File: config.mk
export PLATFORM = sky130hd
export DESIGN_NAME = ring3_burst_arbiter
export DESIGN_NICKNAME = d
export VERILOG_FILES = /design/src/rtl/ring3_pkg.sv /design/src/rtl/ring3_stepper.sv /design/src/rtl/ring3_burst_arbiter.sv
export SDC_FILE = /design/constraint.sdc
export NUM_CORES = 1
export LEC_CHECK = 0
export ABC_CLOCK_PERIOD_IN_PS = 2000
export CAP_MARGIN = 20
export CORE_MARGIN = 10
export CORE_UTILIZATION = 46
export CTS_CLUSTER_SIZE = 40
export DETAILED_ROUTE_END_ITERATION = 10
export PLACE_DENSITY_LB_ADDON = 0.12
export SETUP_SLACK_MARGIN = 0.05
export SLEW_MARGIN = 20
export SYNTH_ARGS = -nofsm -noshare
export SYNTH_HDL_FRONTEND = slang
export SYNTH_SLANG_ARGS = --single-unit
File: constraint.sdc
create_clock -name clk -period 2 [get_ports clk]
set_input_delay 0.2 -clock clk [delete_from_list [all_inputs] [get_ports clk]]
set_output_delay 0.2 -clock clk [all_outputs]
set_load 0.005 [all_outputs]
File: src/rtl/ring3_pkg.sv
// Shared types for the ring3 burst arbiter: ring encoding, arbiter FSM states
// and the ring next-state function.
package ring3_pkg;

   typedef enum logic [1:0] {
      RING_S0 = 2'b00,
      RING_S1 = 2'b01,
      RING_S2 = 2'b10
   } ring_t;

   typedef enum logic [1:0] {
      ARB_IDLE   = 2'b00,
      ARB_GRANT  = 2'b01,
      ARB_STEP   = 2'b10,
      ARB_REPORT = 2'b11
   } arb_state_t;

   // S2 and the illegal 11 encoding both fall back to S0.
   function automatic logic [1:0] ring_next(input logic [1:0] cur);
      logic [1:0] nxt;
      case (cur)
         RING_S0: nxt = RING_S1;
         RING_S1: nxt = RING_S2;
         default: nxt = RING_S0;
      endcase
      return nxt;
   endfunction

endpackage

File: src/rtl/ring3_stepper.sv
// Three-state ring S0->S1->S2->S0 advancing once per step; wrap flags the
// cycle whose step takes the ring from S2 back to S0.
module ring3_stepper
   import ring3_pkg::*;
(
   input  logic       clk,
   input  logic       rst,
   input  logic       step,
   output logic [1:0] state,
   output logic       wrap
);

   logic [1:0] state_q;

   // Ring register, advanced on every step.
   always_ff @(posedge clk or posedge rst) begin
      if (rst) begin
         state_q <= RING_S0;
      end else if (step) begin
         state_q <= ring_next(state_q);
      end
   end

   assign state = state_q;
   assign wrap  = step && (state_q == RING_S2);

endmodule

File: src/rtl/ring3_burst_arbiter.sv
// Round-robin arbiter that grants one requester at a time and drives its
// requested number of step pulses into the shared ring stepper.
module ring3_burst_arbiter
   import ring3_pkg::*;
#(
   parameter  int NREQ  = 4,
   parameter  int LEN_W = 4,
   localparam int IDW   = $clog2(NREQ)
) (
   input  logic                  clk,
   input  logic                  rst,
   input  logic [NREQ-1:0]       req,
   input  logic [NREQ*LEN_W-1:0] len,
   output logic [NREQ-1:0]       gnt,
   output logic                  busy,
   output logic                  ring_step,
   output logic [1:0]            ring_state,
   output logic                  done,
   output logic [IDW-1:0]        done_id,
   output logic [LEN_W-1:0]      wraps,
   output logic                  aborted
);

   // Returns {found, index}: first asserted request after last, wrapping.
   function automatic logic [IDW:0] rr_pick(input logic [NREQ-1:0] r,
                                           input logic [IDW-1:0]  last);
      logic [IDW:0] res;
      int           cand;
      res = '0;
      for (int k = NREQ; k >= 1; k--) begin
         cand = (int'(last) + k) % NREQ;
         if (r[IDW'(cand)]) begin
            res = {1'b1, IDW'(cand)};
         end
      end
      return res;
   endfunction

   arb_state_t       state_q, state_d;
   logic [IDW-1:0]   idx_q, idx_d;
   logic [IDW-1:0]   last_q, last_d;
   logic [LEN_W-1:0] rem_q, rem_d;
   logic [LEN_W-1:0] wcnt_q, wcnt_d;
   logic [NREQ-1:0]  gnt_q, gnt_d;
   logic             busy_q, busy_d;
   logic             step_q, step_d;
   logic             done_q, done_d;
   logic [IDW-1:0]   done_id_q, done_id_d;
   logic [LEN_W-1:0] wraps_q, wraps_d;
   logic             aborted_q, aborted_d;

   logic [IDW:0]     pick_s;
   logic [LEN_W-1:0] len_a [NREQ];
   logic [LEN_W-1:0] wcnt_inc_s;
   logic             wrap_s;

   ring3_stepper u_ring (
      .clk   (clk),
      .rst   (rst),
      .step  (step_q),
      .state (ring_state),
      .wrap  (wrap_s)
   );

   // Unpack the flat length bus into one entry per requester.
   always_comb begin
      for (int i = 0; i < NREQ; i++) begin
         len_a[i] = len[i*LEN_W +: LEN_W];
      end
   end

   assign pick_s     = rr_pick(req, last_q);
   assign wcnt_inc_s = (wrap_s && (wcnt_q != {LEN_W{1'b1}})) ? wcnt_q + LEN_W'(1) : wcnt_q;

   // Next-state and registered-output decode.
   always_comb begin
      state_d   = state_q;
      idx_d     = idx_q;
      last_d    = last_q;
      rem_d     = rem_q;
      wcnt_d    = wcnt_q;
      gnt_d     = gnt_q;
      step_d    = 1'b0;
      done_d    = 1'b0;
      done_id_d = done_id_q;
      wraps_d   = wraps_q;
      aborted_d = aborted_q;
      case (state_q)
         ARB_IDLE: begin
            if (pick_s[IDW]) begin
               idx_d   = pick_s[IDW-1:0];
               rem_d   = len_a[pick_s[IDW-1:0]];
               wcnt_d  = '0;
               gnt_d   = NREQ'(1) << pick_s[IDW-1:0];
               state_d = ARB_GRANT;
            end else begin
               state_d = ARB_IDLE;
            end
         end
         ARB_GRANT: begin
            if (!req[idx_q] || (rem_q == LEN_W'(0))) begin
               state_d   = ARB_REPORT;
               done_d    = 1'b1;
               done_id_d = idx_q;
               wraps_d   = wcnt_q;
               aborted_d = !req[idx_q];
            end else begin
               state_d = ARB_STEP;
               step_d  = 1'b1;
            end
         end
         ARB_STEP: begin
            // The step issued this cycle lands on the closing edge, so count it now.
            wcnt_d = wcnt_inc_s;
            rem_d  = rem_q - LEN_W'(1);
            if (!req[idx_q] || (rem_q == LEN_W'(1))) begin
               state_d   = ARB_REPORT;
               done_d    = 1'b1;
               done_id_d = idx_q;
               wraps_d   = wcnt_inc_s;
               aborted_d = !req[idx_q];
            end else begin
               state_d = ARB_STEP;
               step_d  = 1'b1;
            end
         end
         ARB_REPORT: begin
            last_d  = idx_q;
            gnt_d   = '0;
            state_d = ARB_IDLE;
         end
         default: begin
            gnt_d   = '0;
            state_d = ARB_IDLE;
         end
      endcase
      busy_d = (state_d != ARB_IDLE);
   end

   // State and output registers.
   always_ff @(posedge clk or posedge rst) begin
      if (rst) begin
         state_q   <= ARB_IDLE;
         idx_q     <= '0;
         last_q    <= IDW'(NREQ - 1);
         rem_q     <= '0;
         wcnt_q    <= '0;
         gnt_q     <= '0;
         busy_q    <= 1'b0;
         step_q    <= 1'b0;
         done_q    <= 1'b0;
         done_id_q <= '0;
         wraps_q   <= '0;
         aborted_q <= 1'b0;
      end else begin
         state_q   <= state_d;
         idx_q     <= idx_d;
         last_q    <= last_d;
         rem_q     <= rem_d;
         wcnt_q    <= wcnt_d;
         gnt_q     <= gnt_d;
         busy_q    <= busy_d;
         step_q    <= step_d;
         done_q    <= done_d;
         done_id_q <= done_id_d;
         wraps_q   <= wraps_d;
         aborted_q <= aborted_d;
      end
   end

   assign gnt       = gnt_q;
   assign busy      = busy_q;
   assign ring_step = step_q;
   assign done      = done_q;
   assign done_id   = done_id_q;
   assign wraps     = wraps_q;
   assign aborted   = aborted_q;

endmodule
==> results.sh <==
export IMPL_status="finished, final reports clean"
export IMPL_worstHoldPathType="in2async"
export IMPL_synthCells=173
export IMPL_timing_critical_path_to_type="register"
export IMPL_totalWireLength_mm=4.51
export IMPL_synth_fa_ha_area_share_pct=6.37
export IMPL_fin_worst_skew_ns=0.00510
export IMPL_critical_path_slowest_cell="sky130_fd_sc_hd__clkdlybuf4s50_1"
export IMPL_finalCritPeriodShare_pct=91.5
export IMPL_avgSynthCellArea_um2=10.2
export IMPL_half_perimeter_wire_length_after_detailed_placement_mm=3.56
export IMPL_max_freq_ghz=0.547
export IMPL_worst_setup_hold_path_clk_slew_ns=0.07
export IMPL_count_of_routing_violations_after_the_opening_detailed_route_iteration=98
export IMPL_postSynthNetCount=204
export IMPL_setup_worst_path_class="in2reg"
export IMPL_floorplan_initialDensity_pct=47.9
export IMPL_num_vias=1507
export IMPL_num_antenna_cells=0
export IMPL_main_combinational_cell_family_by_area_after_synthesis="multiplexers"
export IMPL_grt_met1_usage_pct=15.4
export IMPL_synth_simple_gate_area_share_pct=12.5
export IMPL_design_portCount=38
export IMPL_ctsHtreeMaxLevel=2
export IMPL_vias_per_cell=5.36
export IMPL_maximum_number_of_pins_on_one_net_before_global_route_repair=31
export IMPL_clkSinkCount=30
export IMPL_clkLatencyLatePin_ns=0.28
export IMPL_final_max_slew_violation_count=0
export IMPL_syn_area_um2=1770
export IMPL_drt_pass1_iterations=6
export IMPL_timing_final_setup_violations=0
export IMPL_compound_cell_area_share_of_the_yosys_netlist_pct=15.8
export IMPL_max_cap_violations=0
export IMPL_portion_of_the_post_synthesis_area_used_by_sequential_elements_pct=42.6
export IMPL_post_route_drc_count=0
export IMPL_worstPathArrival_ns=2.05
export IMPL_count_of_flip_flops_with_a_built_in_enable_after_synthesis=0
export IMPL_grt_antenna_before_repair=0
export IMPL_sequential_cell_area_um2=753
export IMPL_synth_async_sr_flop_share_pct=100
export IMPL_ys_warn_count=0
export IMPL_cts_tree="yes"
export IMPL_met3_track_demand_over_resource_in_global_routing_pct=3.28
export IMPL_tightest_slew_ns=0.399
export IMPL_post_synth_main_area_contributors="sky130_fd_sc_hd__dfrtp_1, sky130_fd_sc_hd__mux2i_1, sky130_fd_sc_hd__mux2_2, sky130_fd_sc_hd__ha_1, sky130_fd_sc_hd__nand2_1"
export IMPL_grt_first_pass_wirelength_mm=7.12
export IMPL_max_clock_path_buffers=2
export IMPL_core_area_um2=3690
export IMPL_cp_data_required_time_ns=2.22
export IMPL_numnets_final=263
export IMPL_crit_path_max_fanout=5
export IMPL_port_buffers=37
export IMPL_synth_area_mux_share_pct=17.0
export IMPL_dominantRegCellSynth="sky130_fd_sc_hd__dfrtp_1"
export IMPL_reg2regPathDepth=5
export IMPL_grt_pass1_vias=1514
export IMPL_synth_top_cell_area_share_pct=39.6
export IMPL_layout_min_cycle_time_ns=1.83
export IMPL_most_repeated_library_cell_on_the_critical_path="sky130_fd_sc_hd__buf_4"
export IMPL_synth_cell_type_count=43
export IMPL_layout_filler_cells=322
export IMPL_drive_above_1_share_pct=20.2
export IMPL_crit_path_max_incr_delay_ns=0.47
export IMPL_path_cells="clkdlybuf4s50_1 -> buf_4 -> nor4_2 -> buf_4 -> nand2_1 -> and3_1 -> o21ai_0 -> o221a_2"
export IMPL_routedWlPerCell_um=16.0
export IMPL_cts_root_buffer_cell="sky130_fd_sc_hd__clkbuf_8"
export IMPL_cts_made_buffers=5
export IMPL_multi_input_area_um2=950
export IMPL_total_leakage_power_nw=1.10
export IMPL_hold_violations=0
export IMPL_cts_hold_buffers_added=0
export IMPL_floorplan_die_width_um=82.0
export IMPL_synth_xor_area_share_pct=0.991
export IMPL_globalRouteTotalUtil_pct=13.6
export IMPL_floorplan_rows=22
export IMPL_dieArea_um2=6720
export IMPL_power_ir_vdd_worst_uv=726
export IMPL_finalCoreUtilization_pct=65.9
export IMPL_top_usage_layer="met2"
export IMPL_cp_startpoint_kind="primary input"
export IMPL_powerDensity_nw_per_um2=1380
export IMPL_post_layout_total_power_mw=3.36
export IMPL_grt_overflow=0
export IMPL_postRouteAntennaNets=0
export IMPL_ys_ff_latch=30
export IMPL_routabilityCongestion=0.803
export IMPL_rsz_0062_raised_after_global_routing="no"
export IMPL_synthDominantAreaCellType="sky130_fd_sc_hd__dfrtp_1"
export IMPL_met2_usage_pct=23.9
export IMPL_maxSlewHeadroom_pct=73.3
export IMPL_die_height_um=82.0
export IMPL_layout_area_overhead_vs_synth_pct=37.5
==> synth_stat cells, drive strengths merged, types with 3 or more instances <==
master,n
a21oi,3
clkbuf,3
nor3,4
o22ai,3
inv,15
ha,9
nand2b,6
mux2i,15
nor2,11
a22o,3
mux2,11
dfrtp,28
o21ai,12
nand2,16
==> sequential cells by signal, summed over array words and instances (netlist names) <==
signal        cells
busy              1
done_id           2
done              1
u_ring.state      2
aborted           1
gnt               4
ring_step         1
rem_q             4
wcnt_q            4
state_q           2
wraps             4
last_q            2
idx_q             2
==> layer usage <==
metal  wire length [um]  part of all wire [%]
met1               1870                    42
met2               2410                    53
met3                164                   3.6
met4                 60                   1.3
met5                  0                     0
==> area by class of cell <==
class,instances,share of cell area (%)
Multi-Input combinational cell,123,39.1
Sequential cell,30,31.0
Timing Repair Buffer,57,21.4
Clock buffer,7,3.55
Tap cell,48,2.47
Inverter,15,2.32
Clock inverter,1,0.206
==> power breakdown <==
part,total [mW],internal (mW),switching [mW]
Combinational,1.82,0.967,0.853
Sequential,1.04,0.846,0.190
Clock,0.504,0.277,0.227
==> cells in the final DEF (no fill, tap or decap), types with 2 or more instances in the layout <==
cell type                         netlist  routed
sky130_fd_sc_hd__nor3_1                 4       4
sky130_fd_sc_hd__clkdlybuf4s50_1        0      37
sky130_fd_sc_hd__ha_1                   9       9
sky130_fd_sc_hd__a21boi_0               2       2
sky130_fd_sc_hd__o22ai_1                3       3
sky130_fd_sc_hd__inv_1                 15      15
sky130_fd_sc_hd__mux2_2                11      11
sky130_fd_sc_hd__o21ai_1                3       3
sky130_fd_sc_hd__o221a_2                2       2
sky130_fd_sc_hd__a22oi_1                2       2
sky130_fd_sc_hd__mux2i_1               15      15
sky130_fd_sc_hd__buf_4                  0      20
sky130_fd_sc_hd__clkbuf_8               0       6
sky130_fd_sc_hd__a22o_1                 3       3
sky130_fd_sc_hd__a211o_1                2       2
sky130_fd_sc_hd__dfstp_2                2       2
sky130_fd_sc_hd__nand2_1               16      15
sky130_fd_sc_hd__a21oi_1                3       2
sky130_fd_sc_hd__nand2b_1               6       6
sky130_fd_sc_hd__o21ai_0                9       9
sky130_fd_sc_hd__xnor2_1                2       2
sky130_fd_sc_hd__nor2_1                11      11
sky130_fd_sc_hd__dfrtp_1               28      28
==> cell families (layout without fill, tap and decap cells) <==
kind of cell             Yosys count  in the layout
AND/OR/NAND/NOR                   46             46
AO/OA/AOI/OAI                     39             39
multiplexers                      27             27
flip-flops                        30             30
XOR/XNOR                           2              2
buffers and inverters             20             80
adder cells (fa/ha/maj)            9              9
==> critical path: cells and delay by family <==
family          cells  cell delay, ns
buf+inv             3            0.82
simple gates        3            0.57
compound gates      2            0.46
==> metrics by stage <==
step	hold slack [ns]	instance area, um^2	worst slack (ns)	setup TNS (ns)	std cells
3_3_place_gp	0.471	2320	0.00787	0	273
3_5_place_dp	0.476	2320	-0.134	-0.397	273
5_1_grt	0.370	2430	0.0358	0	281
2_1_floorplan	0.289	1770	0.130	0	173
6_report	0.300	2430	0.171	0	281
4_1_cts	0.320	2410	0.0631	0	281
==> worst paths after layout <==
check | start | slack [ns] | endpoint
min in group clk | aborted | 0.48 | aborted
worst min register to register | aborted | 0.48 | aborted
worst min-delay path | rst | 0.30 | done_id[1]
worst max register to register | last_q[0] | 0.20 | gnt[0]
max in group asynchronous | rst | 1.39 | last_q[1]
worst max-delay path | req[1] | 0.17 | rem_q[3]
==> what timing repair did <==
item,in CTS,in global routing
resized for setup,1,4
endpoints found under the setup margin,2,9
setup buffers,0,0
No activity file was read; power rests on OpenSTA's default activity.
